**src/rtl/cnn_pkg.sv**
```systemverilog
// Shared definitions for the CNN job feeder: FSM state encoding and default sizing.
package cnn_pkg;

  localparam int unsigned CNN_W       = 8;
  localparam int unsigned CNN_DEPTH   = 8;
  localparam int unsigned CNN_TIMEOUT = 1023;
  localparam int unsigned CNN_CNT_W   = 16;

  typedef enum logic [2:0] {
    S_IDLE  = 3'd0,
    S_LOAD  = 3'd1,
    S_START = 3'd2,
    S_WAIT  = 3'd3,
    S_DONE  = 3'd4
  } state_t;

endpackage

```
**src/rtl/sync_fifo.sv**
```systemverilog
// Single-clock FIFO with a combinational head read and a synchronous clear that beats push/pop.
module sync_fifo
  import cnn_pkg::*;
#(
  parameter int unsigned W3    = 3 * CNN_W,
  parameter int unsigned DEPTH = CNN_DEPTH
) (
  input  logic          clk,
  input  logic          rst,
  input  logic          clr,
  input  logic          push,
  input  logic [W3-1:0] din,
  input  logic          pop,
  output logic [W3-1:0] dout,
  output logic          full,
  output logic          empty
);

  localparam int unsigned AW = $clog2(DEPTH);

  logic [W3-1:0] mem [DEPTH];
  logic [AW-1:0] wptr_q, rptr_q;
  logic [AW:0]   cnt_q;
  logic          do_push, do_pop;

  assign full    = (cnt_q == (AW+1)'(DEPTH));
  assign empty   = (cnt_q == '0);
  assign do_push = push & ~full;
  assign do_pop  = pop & ~empty;
  assign dout    = mem[rptr_q];

  always_ff @(posedge clk) begin
    if (do_push && !clr) begin
      mem[wptr_q] <= din;
    end
  end

  // Pointers wrap naturally because DEPTH is a power of two.
  always_ff @(posedge clk or posedge rst) begin
    if (rst) begin
      wptr_q <= '0;
      rptr_q <= '0;
      cnt_q  <= '0;
    end else if (clr) begin
      wptr_q <= '0;
      rptr_q <= '0;
      cnt_q  <= '0;
    end else begin
      if (do_push) wptr_q <= wptr_q + AW'(1);
      if (do_pop)  rptr_q <= rptr_q + AW'(1);
      cnt_q <= cnt_q + (AW+1)'(do_push) - (AW+1)'(do_pop);
    end
  end

endmodule

```
**src/rtl/cnn_job_feeder.sv**
```systemverilog
// Queues host operand triples and launches them one at a time on the CNN engine's
// start/X/Y/Z/done handshake, counting completions and flagging engines that hang.
module cnn_job_feeder
  import cnn_pkg::*;
#(
  parameter int unsigned W       = CNN_W,
  parameter int unsigned DEPTH   = CNN_DEPTH,
  parameter int unsigned TIMEOUT = CNN_TIMEOUT,
  parameter int unsigned CNT_W   = CNN_CNT_W
) (
  input  logic             clk,
  input  logic             rst,
  input  logic             flush,
  input  logic             in_valid,
  output logic             in_ready,
  input  logic [W-1:0]     in_x,
  input  logic [W-1:0]     in_y,
  input  logic [W-1:0]     in_z,
  output logic             eng_start,
  output logic [W-1:0]     eng_x,
  output logic [W-1:0]     eng_y,
  output logic [W-1:0]     eng_z,
  input  logic             eng_done,
  output logic             busy,
  output logic [CNT_W-1:0] jobs_done,
  output logic             timeout_err
);

  localparam int unsigned TW = $clog2(TIMEOUT + 1);

  state_t           state_q, state_d;
  logic [3*W-1:0]   head;
  logic             fifo_full, fifo_empty;
  logic             arm_q;
  logic [TW-1:0]    tcnt_q;
  logic             job_ok, tmo_hit;
  logic [W-1:0]     x_q, y_q, z_q;
  logic [CNT_W-1:0] jobs_q;
  logic             err_q;

  assign in_ready = ~fifo_full;

  sync_fifo #(
    .W3    (3 * W),
    .DEPTH (DEPTH)
  ) u_fifo (
    .clk   (clk),
    .rst   (rst),
    .clr   (flush),
    .push  (in_valid & ~fifo_full),
    .din   ({in_x, in_y, in_z}),
    .pop   (state_q == S_LOAD),
    .dout  (head),
    .full  (fifo_full),
    .empty (fifo_empty)
  );

  // done only counts once it has been seen low after START, so a level held over
  // from the previous job cannot complete this one.
  assign job_ok  = arm_q & eng_done;
  assign tmo_hit = (tcnt_q == TW'(TIMEOUT - 1));

  always_ff @(posedge clk or posedge rst) begin
    if (rst) begin
      state_q <= S_IDLE;
    end else begin
      state_q <= state_d;
    end
  end

  always_comb begin
    state_d = state_q;
    if (flush) begin
      state_d = S_IDLE;
    end else begin
      unique case (state_q)
        S_IDLE:  if (!fifo_empty) state_d = S_LOAD;
        S_LOAD:  state_d = S_START;
        S_START: state_d = S_WAIT;
        S_WAIT: begin
          if (job_ok)       state_d = S_DONE;
          else if (tmo_hit) state_d = S_IDLE;
        end
        S_DONE:  state_d = S_IDLE;
        default: state_d = S_IDLE;
      endcase
    end
  end

  always_comb begin
    eng_start = (state_q == S_START);
    busy      = (state_q != S_IDLE);
  end

  always_ff @(posedge clk or posedge rst) begin
    if (rst) begin
      arm_q  <= 1'b0;
      tcnt_q <= '0;
      x_q    <= '0;
      y_q    <= '0;
      z_q    <= '0;
      jobs_q <= '0;
      err_q  <= 1'b0;
    end else if (flush) begin
      err_q <= 1'b0;
    end else begin
      if (state_q == S_LOAD) begin
        {x_q, y_q, z_q} <= head;
      end
      if (state_q == S_START) begin
        arm_q  <= 1'b0;
        tcnt_q <= '0;
      end
      if (state_q == S_WAIT) begin
        if (!eng_done) arm_q <= 1'b1;
        if (!job_ok) begin
          tcnt_q <= tcnt_q + TW'(1);
          if (tmo_hit) err_q <= 1'b1;
        end
      end
      if (state_q == S_DONE) begin
        jobs_q <= jobs_q + CNT_W'(1);
      end
    end
  end

  assign eng_x       = x_q;
  assign eng_y       = y_q;
  assign eng_z       = z_q;
  assign jobs_done   = jobs_q;
  assign timeout_err = err_q;

endmodule

```
**config.mk**
```make
export PLATFORM = sky130hd
export DESIGN_NAME = cnn_job_feeder
export DESIGN_NICKNAME = d
export VERILOG_FILES = /design/src/rtl/cnn_pkg.sv /design/src/rtl/sync_fifo.sv /design/src/rtl/cnn_job_feeder.sv
export SDC_FILE = /design/constraint.sdc
export NUM_CORES = 1
export LEC_CHECK = 0
export ABC_AREA = 1
export ABC_CLOCK_PERIOD_IN_PS = 3500
export BUFFER_PORTS_ARGS = -buffer_cell sky130_fd_sc_hd__buf_4
export CAP_MARGIN = 10
export CORE_MARGIN = 8
export CORE_UTILIZATION = 45
export DETAILED_ROUTE_END_ITERATION = 6
export GPL_TIMING_DRIVEN = 0
export PLACE_DENSITY = 0.58
export SYNTH_ARGS = -nofsm -noshare
export SYNTH_HDL_FRONTEND = slang
export SYNTH_SLANG_ARGS = --single-unit
```
**constraint.sdc**
```tcl
create_clock -name clk -period 3.5 [get_ports clk]
set_input_delay 1.05 -clock clk [delete_from_list [all_inputs] [get_ports clk]]
set_output_delay 1.05 -clock clk [all_outputs]
set_load 0.05 [all_outputs]
```
## After elaboration in Yosys (flattened, before gate mapping)

Memories as Yosys holds them, arrays and structs flattened. A register that Yosys moved wholly into a read port is not among the register bits.
Index checks and enable logic that the tools add are counted.

- Add/subtract/negate cells: 6
- Reductions and logical operators: 13
- Eq/ne operators: 9
- Multiplexer cells: 22
- Bitwise gates (word level): 7

Operator list:

| kind | number |
|---|---|
| $mux 10 | 3 |
| $mux 3 | 8 |
| $add 16x1->16 const B | 1 |
| $pmux 3 s4 | 1 |
| $add 10x1->10 const B | 1 |
| $eq 10x10->1 const B | 1 |
| $mux 1 | 9 |
| $reduce_bool 2->1 | 4 |
| $add 3x1->3 const B | 2 |
| $eq 3x2->1 const B | 2 |
| $reduce_and 2->1 | 3 |
| $add 4x1->4 | 1 |
| $and 1x1->1 | 4 |
| $eq 4x4->1 const B | 1 |
| $logic_not 4->1 | 1 |
| $mux 4 | 1 |
| $ne 4x4->1 const B | 1 |
| $sub 4x1->4 | 1 |
| $eq 3x1->1 const B | 1 |
| $eq 3x3->1 const B | 1 |
| $logic_not 3->1 | 1 |
| $ne 3x3->1 const B | 1 |
| $not 1->1 | 3 |
| $reduce_and 3->1 | 1 |
| other kinds (4) | 4 |

- Logic and storage cells: 66
- Output and inout bits: 44
- Register bits: 41
- Memory bits (writable): 192
- Memories: 1

Memory list:

| name | words | bits a word | rd ports | clocked after memory_dff | wr ports | line | RTL |
|---|---|---|---|---|---|---|---|
| u_fifo.mem | 8 | 24 | 1 | 1 | 1 | sync_fifo.sv:21 | `logic [W3-1:0] mem [DEPTH];` |

## Longest topological paths before layout

Gate-level depths: netlist of run 1.

- Depth after elaboration: 7
- Gate-level depth with buffers: 14
- Mapped depth without buffers: 14

## By module

Synthesis of run 1 repeated with hierarchy kept, for this count alone.

- Cells, all modules: 1,249
- Area total of the unflattened synthesis: 11,708.7 µm²

By module, submodules not included:

| module | area each (µm²) | cells an instance | instances |
|---|---|---|---|
| sync_fifo | 9,057.4 | 924 | 1 |
| cnn_job_feeder | 2,651.3 | 325 | 1 |

## Worst setup path before layout of run 1

OpenSTA, ideal clock, no wires.

- Kind: input to register
- Start: input flush
- End: memory u_fifo.mem[0][0] in the netlist's numbering, enable pin
- Path slack: 0.607 ns
- Stages: 4
- Arrival time: 2.489 ns
- Buffers on the path: 1
- Cell sequence: buf_6 -> nor2_1 -> nand2_1 -> nor2_1

- Cells in the longest elaborated chain, start to end: 4

RTL lines:

| what | line | RTL |
|---|---|---|
| start: declaration | cnn_job_feeder.sv:13 | `input logic flush,` |
| $logic_not 1->1 | sync_fifo.sv:33 | `if (do_push && !clr) begin` |
| $logic_and 1x1->1 | sync_fifo.sv:33 |  |
| $mux 1 | sync_fifo.sv:33 |  |
| $mux 1 (not written as such) | sync_fifo.sv:34 | `mem[wptr_q] <= din;` |
| end: declaration | sync_fifo.sv:21 |  |

Every way passes these cells.

## Worst setup path in the final report of run 1

- Start: register state_q[2]
- End: output eng_start

- Cells in the longest elaborated chain, start to end: 1

RTL lines:

| what | line | RTL |
|---|---|---|
| start: declaration | cnn_job_feeder.sv:31 | `state_t state_q, state_d;` |
| start signal: assignment | cnn_job_feeder.sv:67 | `state_q <= state_d;` |
| $eq 3x2->1 | cnn_job_feeder.sv:91 | `eng_start = (state_q == S_START);` |
| end: declaration | cnn_job_feeder.sv:19 | `output logic eng_start,` |

Every way passes these cells.

==> impl_metrics.yaml, run 1 <==
worst_setup_path:
  timing.critical_path.slowest_cell_delay_ns: 0.46
  startpoint_type_of_the_worst_setup_path: "register"
  max_fo_critical_path: 6
  regToRegEndpoint: "u_fifo.mem[0][20]$_DFFE_PP_"
  reg2reg_from: "u_fifo.cnt_q[2]$_DFF_PP0_"
  timing.critical_path.to_type: "output port"
  cp-endpoint: "eng_start"
  reg2reg_setup_slack_ns: 1.06
  critical_path.startpoint: "state_q[2]$_DFFE_PP0P_"
  rr_worst_depth: 7
  cp.required_ns: 2.45
  critPathSlowestCell: "sky130_fd_sc_hd__dfrtp_1"
  criticalPathCategory: "reg2out"
  timing.critical_path.arrival_ns: 1.59
  cp_cell_sequence: "nor2_1 -> nand2_1 -> inv_1 -> buf_4"
detailed_routing:
  via_count: 7332
  drcViolationCount: 0
  final_routed_wire_length_divided_by_cell_count_um: 18.4
  drt_first_pass_iters: 5
  finalWirelength_um: 26300
  antenna_left: 0
  dr.first_iter.drc_count: 681
  vias_per_cell: 5.12
place:
  gp_routability_congestion: 0.781
  io_buffers: 71
  post-dp-hpwl_um: 16300
  dpl.cell_count: 1383
  dpl-instance-area_mm2: 0.0118
floorplan:
  placement_rows: 56
  initial_utilization_pct: 45.8
  die_outline_area_mm2: 0.0290
  core_mm2: 0.0234
  die_width_um: 170
  ios: 73
  die_y_um: 170
run_status:
  status: "complete, no violations"
sta:
  worst_pin_slew_ns: 0.957
  hold_violations: 0
  timing.fmax_mhz: 379
  final.hold.worst_slack_ns: 0.437
  setup_viol_count_final: 0
  rsz0062_at_grt: "no"
  part_of_the_cycle_the_worst_path_needs_pct: 75.3
  min_period_ns: 2.64
  slew-limit-headroom_pct: 36.0
  timing_max_transition_violations_final: 0
  timing.clock.skew_ns: 0.0132
clock_tree:
  path_clk_slew_ns: 0.06
  root_buffer: "sky130_fd_sc_hd__clkbuf_16"
  clock_tree.htree_level_count: 1
  clkLatencyLatePin_ns: 0.55
  post_cts.repair.setup_buffers: 0
  cts_tree: "built"
  cts.repair.resized: 0
  clk_buf_depth: 3
  clock_sink_count: 257
  numCtsBuffers: 27
  hold_buffers: 0
layout:
  instances_no_fill: 1432
  postLayoutCellArea_mm2: 0.0126
  final_nets: 1134
  layout_common_cells: "sky130_fd_sc_hd__nand2_1, sky130_fd_sc_hd__edfxtp_1, sky130_fd_sc_hd__nor2_1"
  mostFrequentLayoutCell: "sky130_fd_sc_hd__nand2_1"
  finalCoreUtilization_pct: 53.8
  layout-drive-gt1-share_pct: 14.0
  layout-area-overhead-vs-synth_pct: 17.5
  diodes: 0
run:
  max_cap_violations: 0
pwr:
  vdd.ir_drop.worst_uv: 512
  tot_pwr_mw: 8.86
  power_density_mw_per_mm2: 704
  p_leak_nw: 5.02
synthesis:
  post_synth_mux_area_share_pct: 0
  synth-simple-area-share_pct: 20.2
  synth_seq_area_share_pct: 69.0
  synth.ff_latch_count: 257
  synth-compound-area-share_pct: 4.56
  synth_cells: 990
  synth-xor-area-share_pct: 0.981
  syn-cell-area_mm2: 0.0107
  dominant_combinational_cell_family_by_area_after_synthesis: "simple AND/OR/NAND/NOR gates"
  syn_area_per_cell_um2: 10.8
  yosys.area_share.adder_pct: 1.47
  ys_warn_count: 0
  postSynthNetCount: 1031
  synth.distinct_cells: 30
worst_hold_path:
  hold_class: "in2async"
global_route:
  grt_antenna_before_repair: 0
  wire_length_of_the_first_global_routing_pass_um: 40400
  gr-usage-all-layers_pct: 18.3
  grt.overflow.total: 0
  grt_start_max_net_pins: 53
  grt_pass1_vias: 6988
[sequential cells by signal, summed over array words and instances (netlist names)]
name,flops
u_fifo.rptr_q,3
u_fifo.mem,192
eng_x,8
jobs_done,16
state_q,3
u_fifo.wptr_q,3
tcnt_q,10
u_fifo.cnt_q,4
eng_z,8
timeout_err,1
arm_q,1
eng_y,8
[report_power, final]
part	switching [mW]	internal, mW
registers	0.136	3.55
clock network	1.16	1.50
logic	1.79	0.722
[cell usage after synthesis, drive strengths merged]
cell type / count / area [um^2]
a21oi: 5 / 25.0
buf: 28 / 179
clkbuf: 14 / 52.6
clkinv: 1 / 3.75
dfrtp: 65 / 1630
edfxtp: 192 / 5770
fa: 1 / 20.0
ha: 11 / 138
inv: 44 / 165
nand2: 232 / 881
nand3: 97 / 490
nand3b: 1 / 7.51
nand4: 4 / 25.0
nor2: 185 / 722
nor3: 5 / 35.0
o211ai: 1 / 7.51
o21ai: 91 / 455
or2: 1 / 6.26
xnor2: 5 / 43.8
xor2: 7 / 61.3
[how the worst min path moves through the flow]
stage	endpoint	start	slack [ns]	cells past startpoint
after floorplan	tcnt_q[6]$_DFFE_PP0N_	tcnt_q[6]$_DFFE_PP0N_	0.44	1
after global placement	tcnt_q[6]$_DFFE_PP0N_	tcnt_q[6]$_DFFE_PP0N_	0.46	1
after detailed placement	eng_z[6]$_DFFE_PP0P_	eng_z[6]$_DFFE_PP0P_	0.47	2
after CTS	eng_x[0]$_DFFE_PP0P_	rst	0.43	2
after global routing	eng_x[0]$_DFFE_PP0P_	rst	0.45	2
final	eng_x[0]$_DFFE_PP0P_	rst	0.44	2
[final cells by class]
cell class / count / area [um^2]
repair buffers: 74 / 608
well taps: 319 / 399
clock buffers: 38 / 717
plain buffers: 42 / 231
clock inverters: 11 / 90.1
inverters: 45 / 171
multi-input cells: 646 / 2980
flip-flops and latches: 257 / 7390
fillers: 2049 / 10800
[metrics by stage]
step	setup slack, ns	TNS, ns
detailed placement	0.564	0
global placement	-0.666	-127.17
floorplan	0.607	0
finish	0.865	0
CTS	0.848	0
global route	0.723	0
[kinds of logic after synthesis]
logic type,count (synthesis)
AO/OA/AOI/OAI,97
XOR/XNOR,12
buffers and inverters,87
flip-flops,257
AND/OR/NAND/NOR,525
adder cells (fa/ha/maj),12
[layer usage]
layer,GRT usage (%),vias up,part of all wire [%]
met1,25.4,3533,46
li1,-,3548,-
met4,4.39,0,2.1
met3,3.08,45,6.1
met2,29.6,206,46
met5,0,-,0
[critical path, delay by kind of cell, from the launching register on]
| kind | cells | cell delay (ns) |
|---|---|---|
| buf+inv | 2 | 0.26 |
| simple gates | 2 | 0.32 |
| flops | 1 | 0.46 |
Note: power is estimated with default switching activity, not from simulation.
==> run 2, diff against run 1 <==
ABC_CLOCK_PERIOD_IN_PS = 2350   (was 3500)
PLACE_DENSITY = 0.61   (was 0.58)
clock period = 2.35 ns   (was 3.5 ns; I/O delays follow)
==> run 2 against run 1 <==
Largest power group unchanged. Via count decreased by 0.86%. Critical endpoint is now u_fifo.mem[5][14]$_DFFE_PP_. Sequential power rose by 49%. The flow now finishes with violations (negative setup slack). Highest routed layer unchanged. Clock skew up 0.0055 ns.
==> impl_metrics.yaml, run 2 (synthesized netlist as in run 1, its figures left out) <==
floorplan:
  die_outline_area_mm2: 0.0290
  placement_rows: 56
  die_y_um: 170
  die_width_um: 170
  ios: 73
  core_mm2: 0.0234
  initial_utilization_pct: 45.8
sta:
  timing.clock.skew_ns: 0.0187
  part_of_the_cycle_the_worst_path_needs_pct: 104
  worst_pin_slew_ns: 0.979
  post-route-worst-setup-slack_ns: -0.0834
  final.setup.tns_ns: -6.35
  rsz0062_at_grt: "yes"
  timing.fmax_mhz: 411
  hold_violations: 0
  min_period_ns: 2.43
  slew-limit-headroom_pct: 34.6
  setup_viol_count_final: 144
  timing_max_transition_violations_final: 0
detailed_routing:
  drcViolationCount: 0
  drt_first_pass_iters: 4
  antenna_left: 0
  final_routed_wire_length_divided_by_cell_count_um: 18.4
  vias_per_cell: 5.06
  finalWirelength_um: 26400
  dr.first_iter.drc_count: 596
  via_count: 7269
run:
  max_cap_violations: 0
pwr:
  power_density_mw_per_mm2: 1060
  vdd.ir_drop.worst_uv: 656
  p_leak_nw: 5.08
run_status:
  status: "finished, violations left"
  violated_checks: "negative setup slack"
layout:
  mostFrequentLayoutCell: "sky130_fd_sc_hd__nand2_1"
  finalCoreUtilization_pct: 54.3
  postLayoutCellArea_mm2: 0.0127
  diodes: 0
  final_nets: 1137
  instances_no_fill: 1436
  max_flop_register: "u_fifo.mem"
  largest_register_ff_count: 192
  layout_common_cells: "sky130_fd_sc_hd__nand2_1, sky130_fd_sc_hd__edfxtp_1, sky130_fd_sc_hd__nor2_1"
  layout-area-overhead-vs-synth_pct: 18.6
  layout-drive-gt1-share_pct: 14.6
worst_hold_path:
  hold_class: "in2async"
global_route:
  grt_pass1_vias: 7003
  grt_antenna_before_repair: 0
  grt.overflow.total: 0
  grt_start_max_net_pins: 53
  wire_length_of_the_first_global_routing_pass_um: 40600
  gr-usage-all-layers_pct: 18.3
clock_tree:
  root_buffer: "sky130_fd_sc_hd__clkbuf_16"
  numCtsBuffers: 27
  clock_sink_count: 257
  path_clk_slew_ns: 0.06
  clock_tree.htree_level_count: 1
  cts_tree: "built"
  clkLatencyLatePin_ns: 0.54
  hold_buffers: 0
  clk_buf_depth: 3
place:
  gp_routability_congestion: 0.777
  post-dp-hpwl_um: 16400
  detailedPlace.worstSlack_ns: -0.200
  dpl-instance-area_mm2: 0.0118
  dpl.cell_count: 1383
  io_buffers: 71
worst_setup_path:
  cp.required_ns: 2.50
  max_fo_critical_path: 24
  timing.critical_path.arrival_ns: 2.58
  criticalPathCategory: "reg2reg"
  startpoint_type_of_the_worst_setup_path: "register"
  rr_worst_depth: 7
  timing.critical_path.to_type: "register"
-- run 2: changes by cell type in the layout (fill, tap and decap cells not counted), sizes merged --
cell / delta
buf: +3
bufinv: +2
clkbuf: -1
-- run 2: per-layer routing --
layer	up-vias	share of wire [%]	global-route usage, %
met5	-	0	0
met4	0	1.9	4.39
met3	35	5.9	3.48
met2	184	47	29.9
met1	3496	45	24.8
li1	3554	-	-
-- run 2: worst paths after layout --
check	endpoint	slack, ns	start
max	u_fifo.mem[5][14]$_DFFE_PP_	-0.08	u_fifo.cnt_q[2]$_DFF_PP0_
min	eng_y[2]$_DFFE_PP0P_	0.11	rst
max reg2reg	u_fifo.mem[5][14]$_DFFE_PP_	-0.08	u_fifo.cnt_q[2]$_DFF_PP0_
min reg2reg	tcnt_q[6]$_DFFE_PP0N_	0.47	tcnt_q[6]$_DFFE_PP0N_
max in group asynchronous	eng_x[6]$_DFFE_PP0P_	1.69	rst
min in group clk	u_fifo.cnt_q[0]$_DFF_PP0_	0.38	flush
-- run 2: area by class of cell --
type | instances | area [um^2]
Buffer | 42 | 231
Tap cell | 319 | 399
Timing Repair Buffer | 77 | 651
Sequential cell | 257 | 7390
Clock buffer | 37 | 743
Clock inverter | 13 | 136
Multi-Input combinational cell | 646 | 2980
Inverter | 45 | 171
Fill cell | 2062 | 10700
-- run 2: what timing repair did --
item | 4_1_cts | 5_1_grt
pin swaps | 0 | 2
endpoints found under the hold margin | 0 | 0
resized for setup | 0 | 2
setup buffers | 0 | 3
endpoints found under the setup margin | 144 | 160
-- run 2: where the power goes --
group          switching [mW]  internal, mW  leakage [nW]
Clock                    1.71          2.53         0.431
Sequential              0.215          5.28          2.58
Combinational            2.65          1.08          2.06
-- run 2: metrics by stage --
| stage | power [mW] | hold WS (ns) |
|---|---|---|
| 2_1_floorplan | 8.06 | 0.445 |
| 3_3_place_gp | 9.25 | 0.466 |
| 3_5_place_dp | 9.32 | 0.467 |
| 4_1_cts | 13.5 | 0.0981 |
| 5_1_grt | 14.1 | 0.111 |
| 6_report | 13.5 | 0.106 |
-- run 2: worst max-delay path, cell delays in order (launching register included) --
cell and delay (ns):
sky130_fd_sc_hd__dfrtp_1 0.32, sky130_fd_sc_hd__inv_1 0.06, sky130_fd_sc_hd__ha_1 0.19, sky130_fd_sc_hd__nand3_1 0.09
sky130_fd_sc_hd__nand2_1 0.10, sky130_fd_sc_hd__nor2_1 0.18, sky130_fd_sc_hd__nand2_1 0.27, sky130_fd_sc_hd__nor2_4 0.82
